`src/rtl/luhn_pkg.sv`:
```
// luhn_pkg -- shared definitions for the Luhn check-digit generator.
//   state_e     : FSM encoding (IDLE, LOAD, CALC, EMIT, DONE)
//   dbl()       : Luhn doubling of one BCD digit (2d, minus 9 when it exceeds 9)
//   add_mod10() : sum of two 0..9 values, reduced mod 10
package luhn_pkg;

  localparam int BCD_MAX            = 9;
  localparam int DEFAULT_MAX_DIGITS = 19;

  typedef enum logic [2:0] {
    IDLE = 3'd0,
    LOAD = 3'd1,
    CALC = 3'd2,
    EMIT = 3'd3,
    DONE = 3'd4
  } state_e;

  function automatic logic [3:0] dbl(input logic [3:0] d);
    logic [4:0] t;
    t = {d, 1'b0};
    return (t > 5'd9) ? 4'(t - 5'd9) : t[3:0];
  endfunction

  // Both operands are 0..9, so a single conditional subtract is enough.
  function automatic logic [3:0] add_mod10(input logic [3:0] a, input logic [3:0] b);
    logic [4:0] s;
    s = {1'b0, a} + {1'b0, b};
    return (s >= 5'd10) ? 4'(s - 5'd10) : s[3:0];
  endfunction

endpackage

```
`src/rtl/luhn_digit_buf.sv`:
```
// luhn_digit_buf -- MAX_DIGITS x 4-bit payload store.
//   clk                        : clock
//   wr_en, wr_idx, wr_data     : synchronous write port
//   rd_idx -> rd_data          : combinational read port (0 when out of range)
// Storage is deliberately not reset; contents are only read after being written.
module luhn_digit_buf #(
  parameter int MAX_DIGITS = 19,
  parameter int IDX_W      = 5
) (
  input  logic             clk,
  input  logic             wr_en,
  input  logic [IDX_W-1:0] wr_idx,
  input  logic [3:0]       wr_data,
  input  logic [IDX_W-1:0] rd_idx,
  output logic [3:0]       rd_data
);

  logic [3:0] mem_q [MAX_DIGITS];

  always_ff @(posedge clk) begin
    if (wr_en && (32'(wr_idx) < MAX_DIGITS)) mem_q[wr_idx] <= wr_data;
  end

  assign rd_data = (32'(rd_idx) < MAX_DIGITS) ? mem_q[rd_idx] : 4'd0;

endmodule

```
`src/rtl/luhn_check_gen.sv`:
```
// luhn_check_gen -- takes a BCD payload MSD-first, computes its Luhn check
// digit and replays payload + check digit on a valid/ready output stream.
//   clk, rst (sync, active-low)
//   go                                   : start request, honoured in IDLE only
//   in_valid/in_digit/in_last/in_ready   : payload input stream
//   out_valid/out_digit/out_last/out_ready : payload + check digit output stream
//   check_digit : registered result, held until the next go
//   busy / done / err : status (done is a 1-cycle pulse, err sticky until go)
//
// Two running sums are kept because the doubling parity is only known once the
// payload length is: sum_e doubles even indices, sum_o doubles odd indices.
// The rightmost payload digit must be doubled, so CALC picks sum_e for an odd
// length and sum_o for an even one.
module luhn_check_gen
  import luhn_pkg::*;
#(
  parameter int MAX_DIGITS = DEFAULT_MAX_DIGITS,
  parameter int CNT_W      = 5
) (
  input  logic       clk,
  input  logic       rst,
  input  logic       go,
  input  logic       in_valid,
  input  logic [3:0] in_digit,
  input  logic       in_last,
  output logic       in_ready,
  output logic       out_valid,
  output logic [3:0] out_digit,
  output logic       out_last,
  input  logic       out_ready,
  output logic [3:0] check_digit,
  output logic       busy,
  output logic       done,
  output logic       err
);

  state_e           state_q, state_d;
  logic [CNT_W-1:0] cnt_q, cnt_d;
  logic [CNT_W-1:0] rd_idx_q, rd_idx_d;
  logic [3:0]       sum_e_q, sum_e_d;
  logic [3:0]       sum_o_q, sum_o_d;
  logic [3:0]       chk_q, chk_d;
  logic             err_q, err_d;

  logic             wr_en;
  logic [3:0]       rd_data;
  logic [3:0]       sel;

  luhn_digit_buf #(
    .MAX_DIGITS (MAX_DIGITS),
    .IDX_W      (CNT_W)
  ) u_buf (
    .clk     (clk),
    .wr_en   (wr_en),
    .wr_idx  (cnt_q),
    .wr_data (in_digit),
    .rd_idx  (rd_idx_q),
    .rd_data (rd_data)
  );

  assign sel = cnt_q[0] ? sum_e_q : sum_o_q;

  always_comb begin
    state_d   = state_q;
    cnt_d     = cnt_q;
    rd_idx_d  = rd_idx_q;
    sum_e_d   = sum_e_q;
    sum_o_d   = sum_o_q;
    chk_d     = chk_q;
    err_d     = err_q;
    wr_en     = 1'b0;
    in_ready  = 1'b0;
    out_valid = 1'b0;
    out_digit = 4'd0;
    out_last  = 1'b0;
    done      = 1'b0;

    unique case (state_q)
      IDLE: begin
        if (go) begin
          cnt_d    = '0;
          rd_idx_d = '0;
          sum_e_d  = 4'd0;
          sum_o_d  = 4'd0;
          chk_d    = 4'd0;
          err_d    = 1'b0;
          state_d  = LOAD;
        end
      end

      LOAD: begin
        in_ready = 1'b1;
        if (in_valid) begin
          if (in_digit > 4'(BCD_MAX)) begin
            // Bad digit is dropped; sums are irrelevant on the error path.
            err_d   = 1'b1;
            state_d = DONE;
          end else begin
            wr_en = 1'b1;
            cnt_d = cnt_q + 1'b1;
            if (!cnt_q[0]) begin
              sum_e_d = add_mod10(sum_e_q, dbl(in_digit));
              sum_o_d = add_mod10(sum_o_q, in_digit);
            end else begin
              sum_e_d = add_mod10(sum_e_q, in_digit);
              sum_o_d = add_mod10(sum_o_q, dbl(in_digit));
            end
            if (in_last) begin
              state_d = CALC;
            end else if (cnt_q == CNT_W'(MAX_DIGITS - 2)) begin
              // No room left for the check digit after this one.
              err_d   = 1'b1;
              state_d = DONE;
            end
          end
        end
      end

      CALC: begin
        chk_d    = (sel == 4'd0) ? 4'd0 : 4'(4'd10 - sel);
        rd_idx_d = '0;
        state_d  = EMIT;
      end

      EMIT: begin
        out_valid = 1'b1;
        out_last  = (rd_idx_q == cnt_q);
        out_digit = out_last ? chk_q : rd_data;
        if (out_ready) begin
          if (out_last) state_d = DONE;
          else          rd_idx_d = rd_idx_q + 1'b1;
        end
      end

      DONE: begin
        done    = 1'b1;
        state_d = IDLE;
      end

      default: state_d = IDLE;
    endcase
  end

  always_ff @(posedge clk) begin
    if (!rst) begin
      state_q  <= IDLE;
      cnt_q    <= '0;
      rd_idx_q <= '0;
      sum_e_q  <= 4'd0;
      sum_o_q  <= 4'd0;
      chk_q    <= 4'd0;
      err_q    <= 1'b0;
    end else begin
      state_q  <= state_d;
      cnt_q    <= cnt_d;
      rd_idx_q <= rd_idx_d;
      sum_e_q  <= sum_e_d;
      sum_o_q  <= sum_o_d;
      chk_q    <= chk_d;
      err_q    <= err_d;
    end
  end

  assign busy        = (state_q != IDLE);
  assign check_digit = chk_q;
  assign err         = err_q;

endmodule

```
`config.mk`:
```
export PLATFORM = sky130hd
export DESIGN_NAME = luhn_check_gen
export DESIGN_NICKNAME = d
export VERILOG_FILES = /design/src/rtl/luhn_pkg.sv /design/src/rtl/luhn_digit_buf.sv /design/src/rtl/luhn_check_gen.sv
export SDC_FILE = /design/constraint.sdc
export NUM_CORES = 1
export LEC_CHECK = 0
export ABC_AREA = 1
export CAP_MARGIN = 20
export CORE_MARGIN = 4
export CORE_UTILIZATION = 45
export CTS_CLUSTER_DIAMETER = 50
export CTS_CLUSTER_SIZE = 8
export DETAILED_ROUTE_END_ITERATION = 8
export REMOVE_ABC_BUFFERS = 1
export SYNTH_ARGS = -nofsm -noshare
export SYNTH_HDL_FRONTEND = slang
export SYNTH_SLANG_ARGS = --single-unit
```
`constraint.sdc`:
```
create_clock -name clk -period 3.02 [get_ports clk]
set_input_delay 0.604 -clock clk [delete_from_list [all_inputs] [get_ports clk]]
set_output_delay 0.604 -clock clk [all_outputs]
set_load 0.005 [all_outputs]
```
==> flow_results.org <==
** Detailed routing
- Number of DRC violations after detailed routing :: 0
- Average wire per standard cell :: 16.0 um
- Using the TritonRoute via totals, the vias-per-cell ratio works out to approximately 5.3.
- Final antenna-violating net count :: 0
- The detailed router placed ~4700 vias in this run.
- Count of routing violations after the opening detailed-route iteration :: 310
- The pre-antenna-repair detailed-routing pass consisted of 5 iterations.
- DRT Wirelength :: approximately 14000 um

** Global routing
- Global routing used ~20% of the available tracks.
- The via count of the first global-routing pass came to about 4600.
- Met1 Track Usage GR :: a little over a quarter
- Global-route wire length before repair :: approximately 23000 um
- Antenna violations before repair :: 0
- Global routing consumed, on the met3 layer, 4.12% of the routing resources.
- Global route total overflow :: 0
- met2 is the most crowded layer.
- Global routing consumed, on the met2 layer, a little over a third of the routing resources.
- Largest net degree at the start of global routing :: 37

** STA
- Final count of pins violating max slew :: 0
- After layout, the minimum clock period comes to between 2 and 3 ns.
- At the pin with the least slew margin, the transition time is around 0.42 ns.
- Setup violations remaining at the end of the flow were counted as 0.
- The final hold violation count was 0.
- Worst rel slew slack :: a little under three quarters
- Period utilization :: 96.0%
- Sum of negative setup slack :: 0 ns
- Across the routed clock network, the largest skew measured is slightly below 0.009 ns.
- Final worst-path setup slack :: about 0.12 ns
- Highest achievable clock rate :: roughly 350 MHz
- Setup repair after global routing left no endpoint under its margin.

** Clock network
- Clock tree root driver cell :: sky130_fd_sc_hd__clkbuf_16
- CTS tree :: yes
- Clock tree synthesis found a total of approximately 110 sinks.
- Number of clock buffers inserted by TritonCTS :: 9
- Hold Buf Count CTS :: 0
- Insertion delay of the later-clocked pin in the worst-skew pair :: 0.35 ns
- Deepest level of the CTS H-tree :: 3
- Clock Path Buffers :: 2
- Clock-pin slew was measured on the worst setup and hold paths at around 0.070 ns.

** Setup path
- STA classifies the critical path endpoint as a primary output.
- Worst-path maximum fanout :: 22
- Required time of the worst setup path :: 2.42 ns
- For flop-to-flop paths, the worst setup slack is approximately 0.72 ns.
- Kind of start point of the critical path :: register
- Worst reg-to-reg path cell count :: 14
- Worst r2r src :: sum_o_q[0]
- Start-to-end type of the worst setup path :: reg2out
- Worst endpoint data arrival time :: roughly 2.3 ns
- The endpoint identified for the worst register-to-register timing path is sum_o_q[3].

** Floorplanning
- Floorplan die height :: about 120 um
- From left edge to right edge, the die measures around 120 um.
- For this configuration, the core starts out at a cell density of ~47%.
- 24 I/O pins were placed.
- Area of the core :: about 12000 sq um
- After floorplanning, the core was divided into 40 placement rows.
- The die covers between 10000 and 15000 sq um.

** Yosys
- Top cell type's share of synthesized area :: between 30% and 40%
- Sequential fraction of the synthesis area :: 50.8%
- In this run the cell area of the synthesized design comes to between 5000 and 6000 sq um.
- Avg Inst Size Synth :: about 8.7 sq um
- Synthesis produced a netlist whose cell count is 655.
- In the post-synthesis netlist, the biggest area contributors are sky130_fd_sc_hd__edfxtp_1 40%, sky130_fd_sc_hd__dfxtp_1 11%, sky130_fd_sc_hd__nand2_1 7.9%, sky130_fd_sc_hd__nor2_1 7.0%, sky130_fd_sc_hd__nand3_1 6.6%.
- The Yosys step of the flow raised 0 warnings.
- The synthesized design contains about 110 register bits.
- After synthesis, the netlist uses 37 different library cells.
- sky130_fd_sc_hd__edfxtp_1 takes more of the synthesized area than any other cell.

** Placement
- At the placement stage, the worst setup path has a slack of -0.504 ns.
- Placed wire-length estimate after detailed placement :: 10500 um
- Routability-driven placement finished with a final weighted congestion of between 0.8 and 0.9.
- The count of buffers added on input and output ports is 23.
- The number of placed instances, taps included, is 879.

** Flow run
- Count of maximum capacitance violations :: 0

** Worst hold path
- Min-Delay Endpoint :: err
- The startpoint identified for the worst hold timing path is err.
- Counting instances, the worst hold path has a depth of 1.
- Class of the worst hold path :: reg2reg

** Layout
- Sequential Area :: 2910 sq um
- In the layout the commonest cells are 115 x sky130_fd_sc_hd__nand2_1, 106 x sky130_fd_sc_hd__nor2_1, 76 x sky130_fd_sc_hd__edfxtp_1.
- Layout cell share with drive strength beyond 1 :: 16.2%
- Number of nets at the end of the flow :: approximately 770
- Compared with the post-synthesis result, the final layout area differs by 20.9%.
- The multi-input combinational cells in the finished layout cover a total of between 2000 and 3000 sq um.
- Leaving out filler cells and counting taps, the final layout contains about 900.
- The repair_antennas step left the layout with diodes totalling 0.
- Counting the fill cells in the layout gives between 1000 and 1500.
- The library cell used most frequently in the layout, excluding fill and tap cells, is sky130_fd_sc_hd__nand2_1.

** Power and ir drop
- For this design the static power due to leakage is 0.00275 uW.
- Clock network fraction of design power :: slightly below 30%
- The internal portion of the total power is around 2500 uW.
- Final total power :: 3690 uW
- Fraction of power spent switching nets :: between 30% and 40%
- Combinational group share of total power :: approximately a quarter
- In this run the power density over the cells is about 540 nW/um^2.
- The analysis attributes to net switching a power of 1150 uW.
- Flop pwr share :: 44.7%
- Worst supply voltage drop on vdd :: 433 uV

** Run status
- Result of the run :: complete, no violations
-- area by class of cell --
type	instances	area share (%)
inverters	61	3.32
repair buffers	75	9.46
well taps	168	3.05
clock inverters	6	0.580
clock buffers	9	3.26
multi-input cells	470	38.2
flip-flops and latches	107	42.1
-- registers in the layout (all words and copies together), names as in the netlist, named ones only --
signal and cells:
state_q 3, sum_o_q 4, cnt_q 5, rd_idx_q 5
sum_e_q 4, u_buf.mem_q 76, err 1, check_digit 4
-- power by group through the flow --
| stage | sequential (uW) | combinational, uW | clock (uW) |
|---|---|---|---|
| floorplan | 1680 | 550 | 0 |
| global placement | 1680 | 881 | 0 |
| detailed placement | 1680 | 900 | 0 |
| CTS | 1650 | 910 | 1110 |
| global route | 1660 | 1070 | 1180 |
| finish | 1650 | 954 | 1090 |
-- per-layer routing --
layer	vias to the layer above	wire length [um]
li1	2368	-
met4	0	182
met5	-	0
met2	90	7000
met1	2242	6590
met3	12	554
-- worst max-delay path: stages, from the launching register on --
cell,delay [ns]
sky130_fd_sc_hd__dfxtp_2,0.43
sky130_fd_sc_hd__buf_6,0.22
sky130_fd_sc_hd__o21ai_0,0.10
sky130_fd_sc_hd__o211ai_1,0.22
sky130_fd_sc_hd__nand3_1,0.15
sky130_fd_sc_hd__nand3_1,0.13
sky130_fd_sc_hd__o211ai_1,0.11
sky130_fd_sc_hd__nand2_1,0.09
sky130_fd_sc_hd__clkdlybuf4s50_1,0.49
-- synth_stat cells (all sizes together) --
cell / number
xor2: 4
fa: 4
nor3: 4
buf: 10
o211ai: 20
a31oi: 2
nand4: 2
mux2i: 1
a21o: 1
a22oi: 1
nand3: 78
ha: 29
edfxtp: 76
clkinv: 1
clkbuf: 7
o21ba: 1
xnor2: 1
nor3b: 1
nand3b: 3
dfxtp: 31
inv: 60
nand2: 122
nor2: 113
or2: 2
a21oi: 34
o21ai: 46
a211oi: 1
-- cells by family after synthesis --
kind of cell               share of synthesized area [%]
and+or+nand+nor                                     24.4
DFF                                                 50.8
AOI/OAI and AO/OA                                   10.7
buffers and inverters                               5.39
adders and majority gates                           7.76
xor gates and xnor gates                           0.767
muxes                                              0.175
-- what timing repair did --
item,in CTS,in global routing
setup buffers,0,3
gates cloned,0,0
endpoints found under the setup margin,9,9
resized for setup,12,32
pin swaps,1,8
-- worst max-delay path by stage --
stage | start | slack (ns) | end
2_1_floorplan | in_digit[1] | 0.14 | sum_o_q[1]
3_3_place_gp | in_digit[1] | -0.36 | sum_e_q[1]
3_5_place_dp | in_digit[1] | -0.50 | sum_o_q[2]
4_1_cts | in_digit[1] | -0.007 | sum_o_q[2]
5_1_grt | register | 0.008 | out_digit[3]
6_report | register | 0.12 | out_digit[3]
-- through the flow --
step,area [sq um],util (%),hold WS (ns)
final,6900,56.5,0.503
after global routing,6900,56.5,0.534
after CTS,6750,55.3,0.499
after detailed placement,6460,52.9,0.483
after global placement,6460,52.9,0.478
after floorplan,5630,-,0.474
(Power assumes the default switching activity.)
